[config.mk]
export PLATFORM = sky130hd
export DESIGN_NAME = ts_energy_dispersal
export DESIGN_NICKNAME = d
export VERILOG_FILES = /design/src/rtl/ts_energy_dispersal.sv
export SDC_FILE = /design/constraint.sdc
export NUM_CORES = 1
export LEC_CHECK = 0
export ABC_CLOCK_PERIOD_IN_PS = 5100
export CORE_ASPECT_RATIO = 0.7
export CORE_UTILIZATION = 31
export CTS_BUF_LIST = sky130_fd_sc_hd__clkbuf_4
export CTS_CLUSTER_SIZE = 28
export DETAILED_ROUTE_END_ITERATION = 10
export PLACE_DENSITY = 0.58
export SLEW_MARGIN = 40
export SYNTH_ARGS = -nofsm -noshare
export SYNTH_HDL_FRONTEND = slang
export SYNTH_SLANG_ARGS = --single-unit
[constraint.sdc]
create_clock -name clk -period 5.1 [get_ports clk]
set_input_delay 1.02 -clock clk [delete_from_list [all_inputs] [get_ports clk]]
set_output_delay 1.02 -clock clk [all_outputs]
set_load 0.03 [all_outputs]
[src/rtl/ts_energy_dispersal.sv]
// ts_energy_dispersal
//   Byte-wise DVB energy-dispersal scrambler. The PRBS generator is
//   1 + X^14 + X^15 and runs over groups of GROUP_PKTS transport-stream
//   packets of PKT_LEN bytes each. The sync byte of packet 1 of each group
//   is inverted and reloads the PRBS. The sync bytes of packets 2..8 pass
//   through unchanged, but the PRBS keeps stepping through them.
//   The block has one cycle of latency, and every output is registered.
//
// Ports
//   clk        rising-edge clock
//   reset      asynchronous, active-low reset
//   din        input TS byte (MSB first in time)
//   din_valid  din qualifier; gaps allowed, no backpressure
//   din_sop    din is a sync byte (packet byte 0), sampled with din_valid
//   dout       scrambled byte
//   dout_valid dout qualifier
//   dout_sop   dout sits in a sync-byte position
//   group_sop  dout is the inverted sync byte of packet 1 of a group
//   sync_err   one-cycle framing-error pulse, aligned with the offending byte
module ts_energy_dispersal #(
  parameter int          PKT_LEN    = 188,
  parameter int          GROUP_PKTS = 8,
  parameter logic [7:0]  SYNC_BYTE  = 8'h47,
  parameter logic [14:0] PRBS_INIT  = 15'b100101010000000
) (
  input  logic       clk,
  input  logic       reset,
  input  logic [7:0] din,
  input  logic       din_valid,
  input  logic       din_sop,
  output logic [7:0] dout,
  output logic       dout_valid,
  output logic       dout_sop,
  output logic       group_sop,
  output logic       sync_err
);

  localparam int BCW = $clog2(PKT_LEN);
  localparam int PCW = (GROUP_PKTS > 1) ? $clog2(GROUP_PKTS) : 1;
  localparam logic [BCW-1:0] BYTE_LAST = BCW'(PKT_LEN - 1);
  localparam logic [PCW-1:0] PKT_LAST  = PCW'(GROUP_PKTS - 1);

  localparam logic [0:0] IDLE = 1'b0;
  localparam logic [0:0] RUN  = 1'b1;

  logic [0:0]     state;
  logic [BCW-1:0] byte_cnt;
  logic [PCW-1:0] pkt_cnt;

  // prbs[14] holds reg1 and prbs[0] holds reg15.
  // With this layout, the PRBS_INIT literal reads left to right as reg1..reg15.
  logic [14:0] prbs;
  logic [14:0] prbs_adv;
  logic [7:0]  prbs_byte;
  logic        fb;

  // Eight generator steps per byte. The first step lands in prbs_byte[7].
  always_comb begin
    prbs_adv  = prbs;
    prbs_byte = '0;
    fb        = 1'b0;
    for (int i = 0; i < 8; i++) begin
      fb        = prbs_adv[1] ^ prbs_adv[0];
      prbs_byte = {prbs_byte[6:0], fb};
      prbs_adv  = {fb, prbs_adv[14:1]};
    end
  end

  // Byte classification.
  // start_grp covers both the first sop seen in IDLE and a mid-packet sop.
  // A mid-packet sop restarts the group and takes priority over everything else.
  logic start_grp, restart, lost, sync_hit, data_byte, bad_sync;

  always_comb begin
    restart   = (state == RUN) && din_valid && din_sop && (byte_cnt != '0);
    start_grp = ((state == IDLE) && din_valid && din_sop) || restart;
    lost      = (state == RUN) && din_valid && !din_sop && (byte_cnt == '0);
    sync_hit  = (state == RUN) && din_valid && din_sop && (byte_cnt == '0);
    data_byte = (state == RUN) && din_valid && !din_sop && (byte_cnt != '0);
    bad_sync  = din_valid && din_sop && (din != SYNC_BYTE);
  end

  always_ff @(posedge clk or negedge reset) begin
    if (!reset) begin
      state      <= IDLE;
      byte_cnt   <= '0;
      pkt_cnt    <= '0;
      prbs       <= PRBS_INIT;
      dout       <= '0;
      dout_valid <= 1'b0;
      dout_sop   <= 1'b0;
      group_sop  <= 1'b0;
      sync_err   <= 1'b0;
    end else begin
      dout_valid <= 1'b0;
      dout_sop   <= 1'b0;
      group_sop  <= 1'b0;
      sync_err   <= 1'b0;
      if (start_grp) begin
        dout       <= ~din;
        dout_valid <= 1'b1;
        dout_sop   <= 1'b1;
        group_sop  <= 1'b1;
        sync_err   <= restart | bad_sync;
        prbs       <= PRBS_INIT;
        byte_cnt   <= BCW'(1);
        pkt_cnt    <= '0;
        state      <= RUN;
      end else if (lost) begin
        // The sync byte is missing, so drop the byte and hunt for the next sop.
        sync_err <= 1'b1;
        byte_cnt <= '0;
        pkt_cnt  <= '0;
        state    <= IDLE;
      end else if (sync_hit) begin
        dout_valid <= 1'b1;
        dout_sop   <= 1'b1;
        sync_err   <= bad_sync;
        byte_cnt   <= BCW'(1);
        if (pkt_cnt == '0) begin
          dout      <= ~din;
          group_sop <= 1'b1;
          prbs      <= PRBS_INIT;
        end else begin
          // The sync byte passes through, but the PRBS keeps stepping behind it.
          dout <= din;
          prbs <= prbs_adv;
        end
      end else if (data_byte) begin
        dout       <= din ^ prbs_byte;
        dout_valid <= 1'b1;
        prbs       <= prbs_adv;
        if (byte_cnt == BYTE_LAST) begin
          byte_cnt <= '0;
          pkt_cnt  <= (pkt_cnt == PKT_LAST) ? '0 : pkt_cnt + 1'b1;
        end else begin
          byte_cnt <= byte_cnt + 1'b1;
        end
      end
    end
  end

endmodule

# == Word-level counts from Yosys, hierarchy flattened ==
# Cells that the tools add are included.
# W data, S select, Z words.
# word_totals
in_bits,12
out_inout_bits,12
ff_bits,39
elab_cells,88
# op_classes
reduce_logical,23
bitwise,12
n_mux,37
add_sub_neg,2
eq_ne,5
# op_table
cell,count
$mux W8,10
$mux W15,5
$mux W3,6
$mux W1,16
$logic_and A1 B1 Y1,11
$reduce_bool A3 Y1,3
$add A8 B1 Y8 const B,1
$eq A8 B8 Y1 const B,1
$logic_not A8 Y1,1
$ne A8 B7 Y1 const B,1
$not A8 Y8,1
$reduce_bool A8 Y1,1
$xor A1 B1 Y1,8
$xor A8 B8 Y8,1
$reduce_bool A4 Y1,1
$add A3 B1 Y3 const B,1
$eq A3 B3 Y1 const B,1
$logic_not A3 Y1,1
$ne A3 B3 Y1 const B,1
$reduce_and A3 Y1,1
$ne A2 B2 Y1 const B,1
$reduce_and A2 Y1,1
$reduce_bool A2 Y1,1
$logic_not A1 Y1,1
other kinds (3),3

# == Longest topological paths before layout ==
# depth
word_depth,7
depth_mapped,7
ltp_nobuf,7

# == Worst setup path before layout ==
# Ideal clock, no wire load.
# synth_timing
path_type,input-to-reg
startpoint,input din_sop
endpoint,register dout[1]
path_slack_ps,2974
path_stages,6
n_path_buf,0
required_ps,5017
arrival_time_ps,2043
cell_sequence,nand2_1 clkinv_1 nand3_1 o22ai_1 xor2_1 o21ai_0
# synth_via
elab_chain_len,5
elab_cells_between_ends,15
cone_classes,eq/ne: 1; mux: 3; reduce/logical: 11
# synth_lines
item,line,rtl
from (decl),30,"input logic din_sop,"
$logic_and A1 B1 Y1 / $logic_not A1 Y1 (equally long branches),--,
"$logic_and A1 B1 Y1, on equally long branches",--,
$mux W8 (tied with other cells),115,end else if (sync_hit) begin
$mux W8 (tied with other cells),109,end else if (lost) begin
$mux W8 / $reduce_and A2 Y1 (equally long branches),--,
to (signal assigned),100,dout <= ~din;
to (signal assigned),121,dout <= ~din;
to (signal assigned),126,dout <= din;
to (decl),31,"output logic [7:0] dout,"
# Several ways; a longest one is shown, not always the timed one. The select of a mux whose other input is x is not followed.
# A chain may end at the register's enable or synchronous reset.

# == Final worst setup path ==
# layout_timing
startpoint,input din_sop
endpoint,register dout[5]
# The elaborated chain is that of the path after synthesis.

==> run_results.csv <==
group,metric,value,unit
synthesis,ys_seq_area_frac,0.506,
pwr,vdd_drop_max,0.000137,V
grt,gr-total-overflow,0,
sta,maxSlewViolCount,0,
sta,timing.fmax,0.349,GHz
grt,grt_max_degree,40,
floorplan,core,5870,um^2
grt,grt_pass1_wl,6.51,mm
synthesis,syn_nets,203,
route,viasPerCell,4.84,
floorplan,die_y,68.2,um
placement,gp_congestion,0.741,
floorplan,placementRows,23,
synthesis,synth_top_area_frac,0.452,
grt,grt_pass1_vias,1304,
synthesis,ys_async_sr_fraction,1.00,
sta,fin_crit,2.87,ns
sta,slew_headroom,0.534,
placement,place_inst,277,
sta,worst_pin_slew,0.700,ns
grt,grt_use_total,0.134,
grt,antenna_found_initial,0,
job,max_cap_viol_count,0,
clock_network,cts_tree,"built",
clock_network,postCtsSetupBuffers,0,
sta,rsz0062_at_grt,"false",
layout,finish.utilization,0.392,
hold_path,hold_class,"flop to flop",
sta,layout_worst_path_cycle_share,0.562,
sta,finalSetupTns,0,ns
floorplan,start_util,0.330,
route,drt-initial-drc-count,71,
placement,io_buffers,23,
synthesis,synth_area,1940,um^2
layout,area_growth_syn_to_layout,18.8,%
synthesis,synth_edf_count,0,
route,drc,0,
outcome,status,"complete, no violations",
synthesis,ys_types,39,
critical_path,crit_top_cell,"o21ai_0",
critical_path,critPathRequiredTime,5.33,ns
clock_network,cts_inserted_buffers,5,
layout,diodes,0,
layout,drive_above_1_share,0.105,
synthesis,ys_top_cells_by_count,"35 x dfrtp_1, 19 x nand2_1, 14 x a22o_1, 14 x o21ai_0, 13 x xor2_1",
critical_path,cp-startpoint,"din_sop",
placement,dpl_cell_area,2230,um^2
hold_path,hold_depth,2,
synthesis,synth_warnings,0,
synthesis,yosysTopAreaCell,"dfrtp_1",
sta,setup_viol,0,
layout,fin_area,2300,um^2
synthesis,yosysMostFrequentCell,"dfrtp_1",
route,antenna_left,0,
critical_path,r2r_end,"byte_cnt[6]",
hold_path,min_from,"dout[6]",
floorplan,ioPinCount,24,
critical_path,end_kind,"flop",
route,wl_per_cell,13.7,um
critical_path,r2r_cells,5,
placement,post-place-ws,1.87,ns
synthesis,synthFlopType,"dfrtp_1",
layout,nets,226,
placement,dpl.hpwl,2.82,mm
sta,finClkSkew,0.0131,ns
clock_network,cts-root-buf,"clkbuf_4",
floorplan,dieArea,6580,um^2
critical_path,worstPathMaxFanout,12,
critical_path,path_cells,"clkdlybuf4s50_1 > nand2_1 > clkinv_1 > nand3_1 > o21ai_0 > xor2_1 > o21ai_0",
clock_network,hold_buffers,0,
clock_network,clock_sinks,39,
pwr,p_leak,1.01,nW
sta,setup_slack,2.23,ns
clock_network,htree_levels,2,
route,detailedRoute.firstPassIterationCount,4,
critical_path,cp.arrival,3.09,ns
hold_path,whs_endpoint,"dout[6]",
layout,layoutNonFillerInstCount,285,
route,vias,1380,
critical_path,r2r_setup_slack,2.99,ns
floorplan,die_w,96.5,um
critical_path,path_delay_family,"buffers and inverters",
synthesis,synth.top_cells.by_area,"dfrtp_1 45%, a22o_1 6.3%, xor2_1 5.9%, dfstp_2 5.4%, nand2_1 3.7%",
critical_path,slowest_delay,0.76,ns
synthesis,synth-seq-cells,39,
critical_path,r2r-start,"byte_cnt[4]",
critical_path,cp_slowest_cell,"clkdlybuf4s50_1",
critical_path,cp_num_buf_inv,2,
sta,hold_violations,0,
synthesis,postSynthAreaPerCell,10.4,um^2
route,totalWireLength,3.90,mm
pwr,power_density,508,nW/um^2
clock_network,cts_buffer_depth,2,
clock_network,cts-resized-gates,0,
critical_path,cp-start-kind,"primary input",
clock_network,clk_latency,0.34,ns
critical_path,crit_type,"primary input to flop",
clock_network,cts.clk_slew.worst_paths,0.12,ns
synthesis,synthCells,186,
## per-layer routing
| layer | GRT usage | wire, um |
|---|---|---|
| met1 | 0.202 | 2240 |
| met3 | 0.0456 | 195 |
| met2 | 0.174 | 1440 |
| met4 | 0.0386 | 27 |
| met5 | 0 | 0 |
## logic make-up after synthesis
| group | after synthesis | synth area share |
|---|---|---|
| AOI/OAI and AO/OA | 55 | 0.201 |
| xor gates and xnor gates | 20 | 0.0904 |
| adders and majority gates | 5 | 0.0323 |
| buffers and inverters | 15 | 0.0349 |
| DFF | 39 | 0.506 |
| and+or+nand+nor | 52 | 0.135 |
## cells in the final DEF, fill, tap and decap left out, types with 2 or more instances in the layout
| master | instances |
|---|---|
| dfrtp_1 | 35 |
| clkdlybuf4s50_1 | 22 |
| nand2_1 | 19 |
| o21ai_0 | 14 |
| a22o_1 | 14 |
| xor2_1 | 13 |
| nor2_1 | 12 |
| a21oi_1 | 9 |
| xnor2_1 | 7 |
| inv_1 | 6 |
| o22ai_1 | 5 |
| ha_1 | 5 |
| clkbuf_4 | 5 |
| dfstp_2 | 4 |
| and3_1 | 3 |
| nand3_1 | 3 |
| a31o_2 | 3 |
| clkinv_1 | 2 |
| nand4b_1 | 2 |
| nand2b_1 | 2 |
| nor2b_1 | 2 |
| or3_1 | 2 |
| nor3_1 | 2 |
| buf_4 | 2 |
## how the worst max path moves through the flow
stage               to  slack [ns]  depth (start not counted)
6_report       dout[5]        2.23                          7
2_1_floorplan  dout[1]        2.97                          6
4_1_cts        dout[0]        2.24                          7
3_5_place_dp   dout[0]        1.87                          7
5_1_grt        dout[5]        2.06                          7
3_3_place_gp   dout[0]        1.91                          7
## metrics by stage
step,power (mW),hold WS (ns)
finish,1.17,0.490
global route,1.26,0.520
CTS,1.18,0.500
detailed placement,0.977,0.472
global placement,0.978,0.466
floorplan,0.818,0.466
## power by group
part,switching (mW),internal (mW)
sequential,0.0810,0.421
combinational,0.263,0.200
clock,0.104,0.101
## final cells by class
| type | instances | area [um^2] |
|---|---|---|
| Sequential cell | 39 | 981 |
| Inverter | 7 | 26.3 |
| Timing Repair Buffer | 24 | 235 |
| Fill cell | 603 | 3570 |
| Tap cell | 75 | 93.8 |
| Clock buffer | 5 | 37.5 |
| Clock inverter | 3 | 38.8 |
| Multi-Input combinational cell | 132 | 890 |
## state kept, by name, indices dropped and copies added, names as in the netlist
signal and count:
byte_cnt 8, dout 8, dout_sop 1, dout_valid 1, group_sop 1, pkt_cnt 3, prbs 15, state 1
sync_err 1
## worst reg2reg max path, delay by kind of cell, from the launching register on
kind / cells / cell delay, ns
compound gates: 3 / 0.88
flops: 1 / 0.45
simple gates: 2 / 0.68
Note: power is estimated with default switching activity, not from simulation.
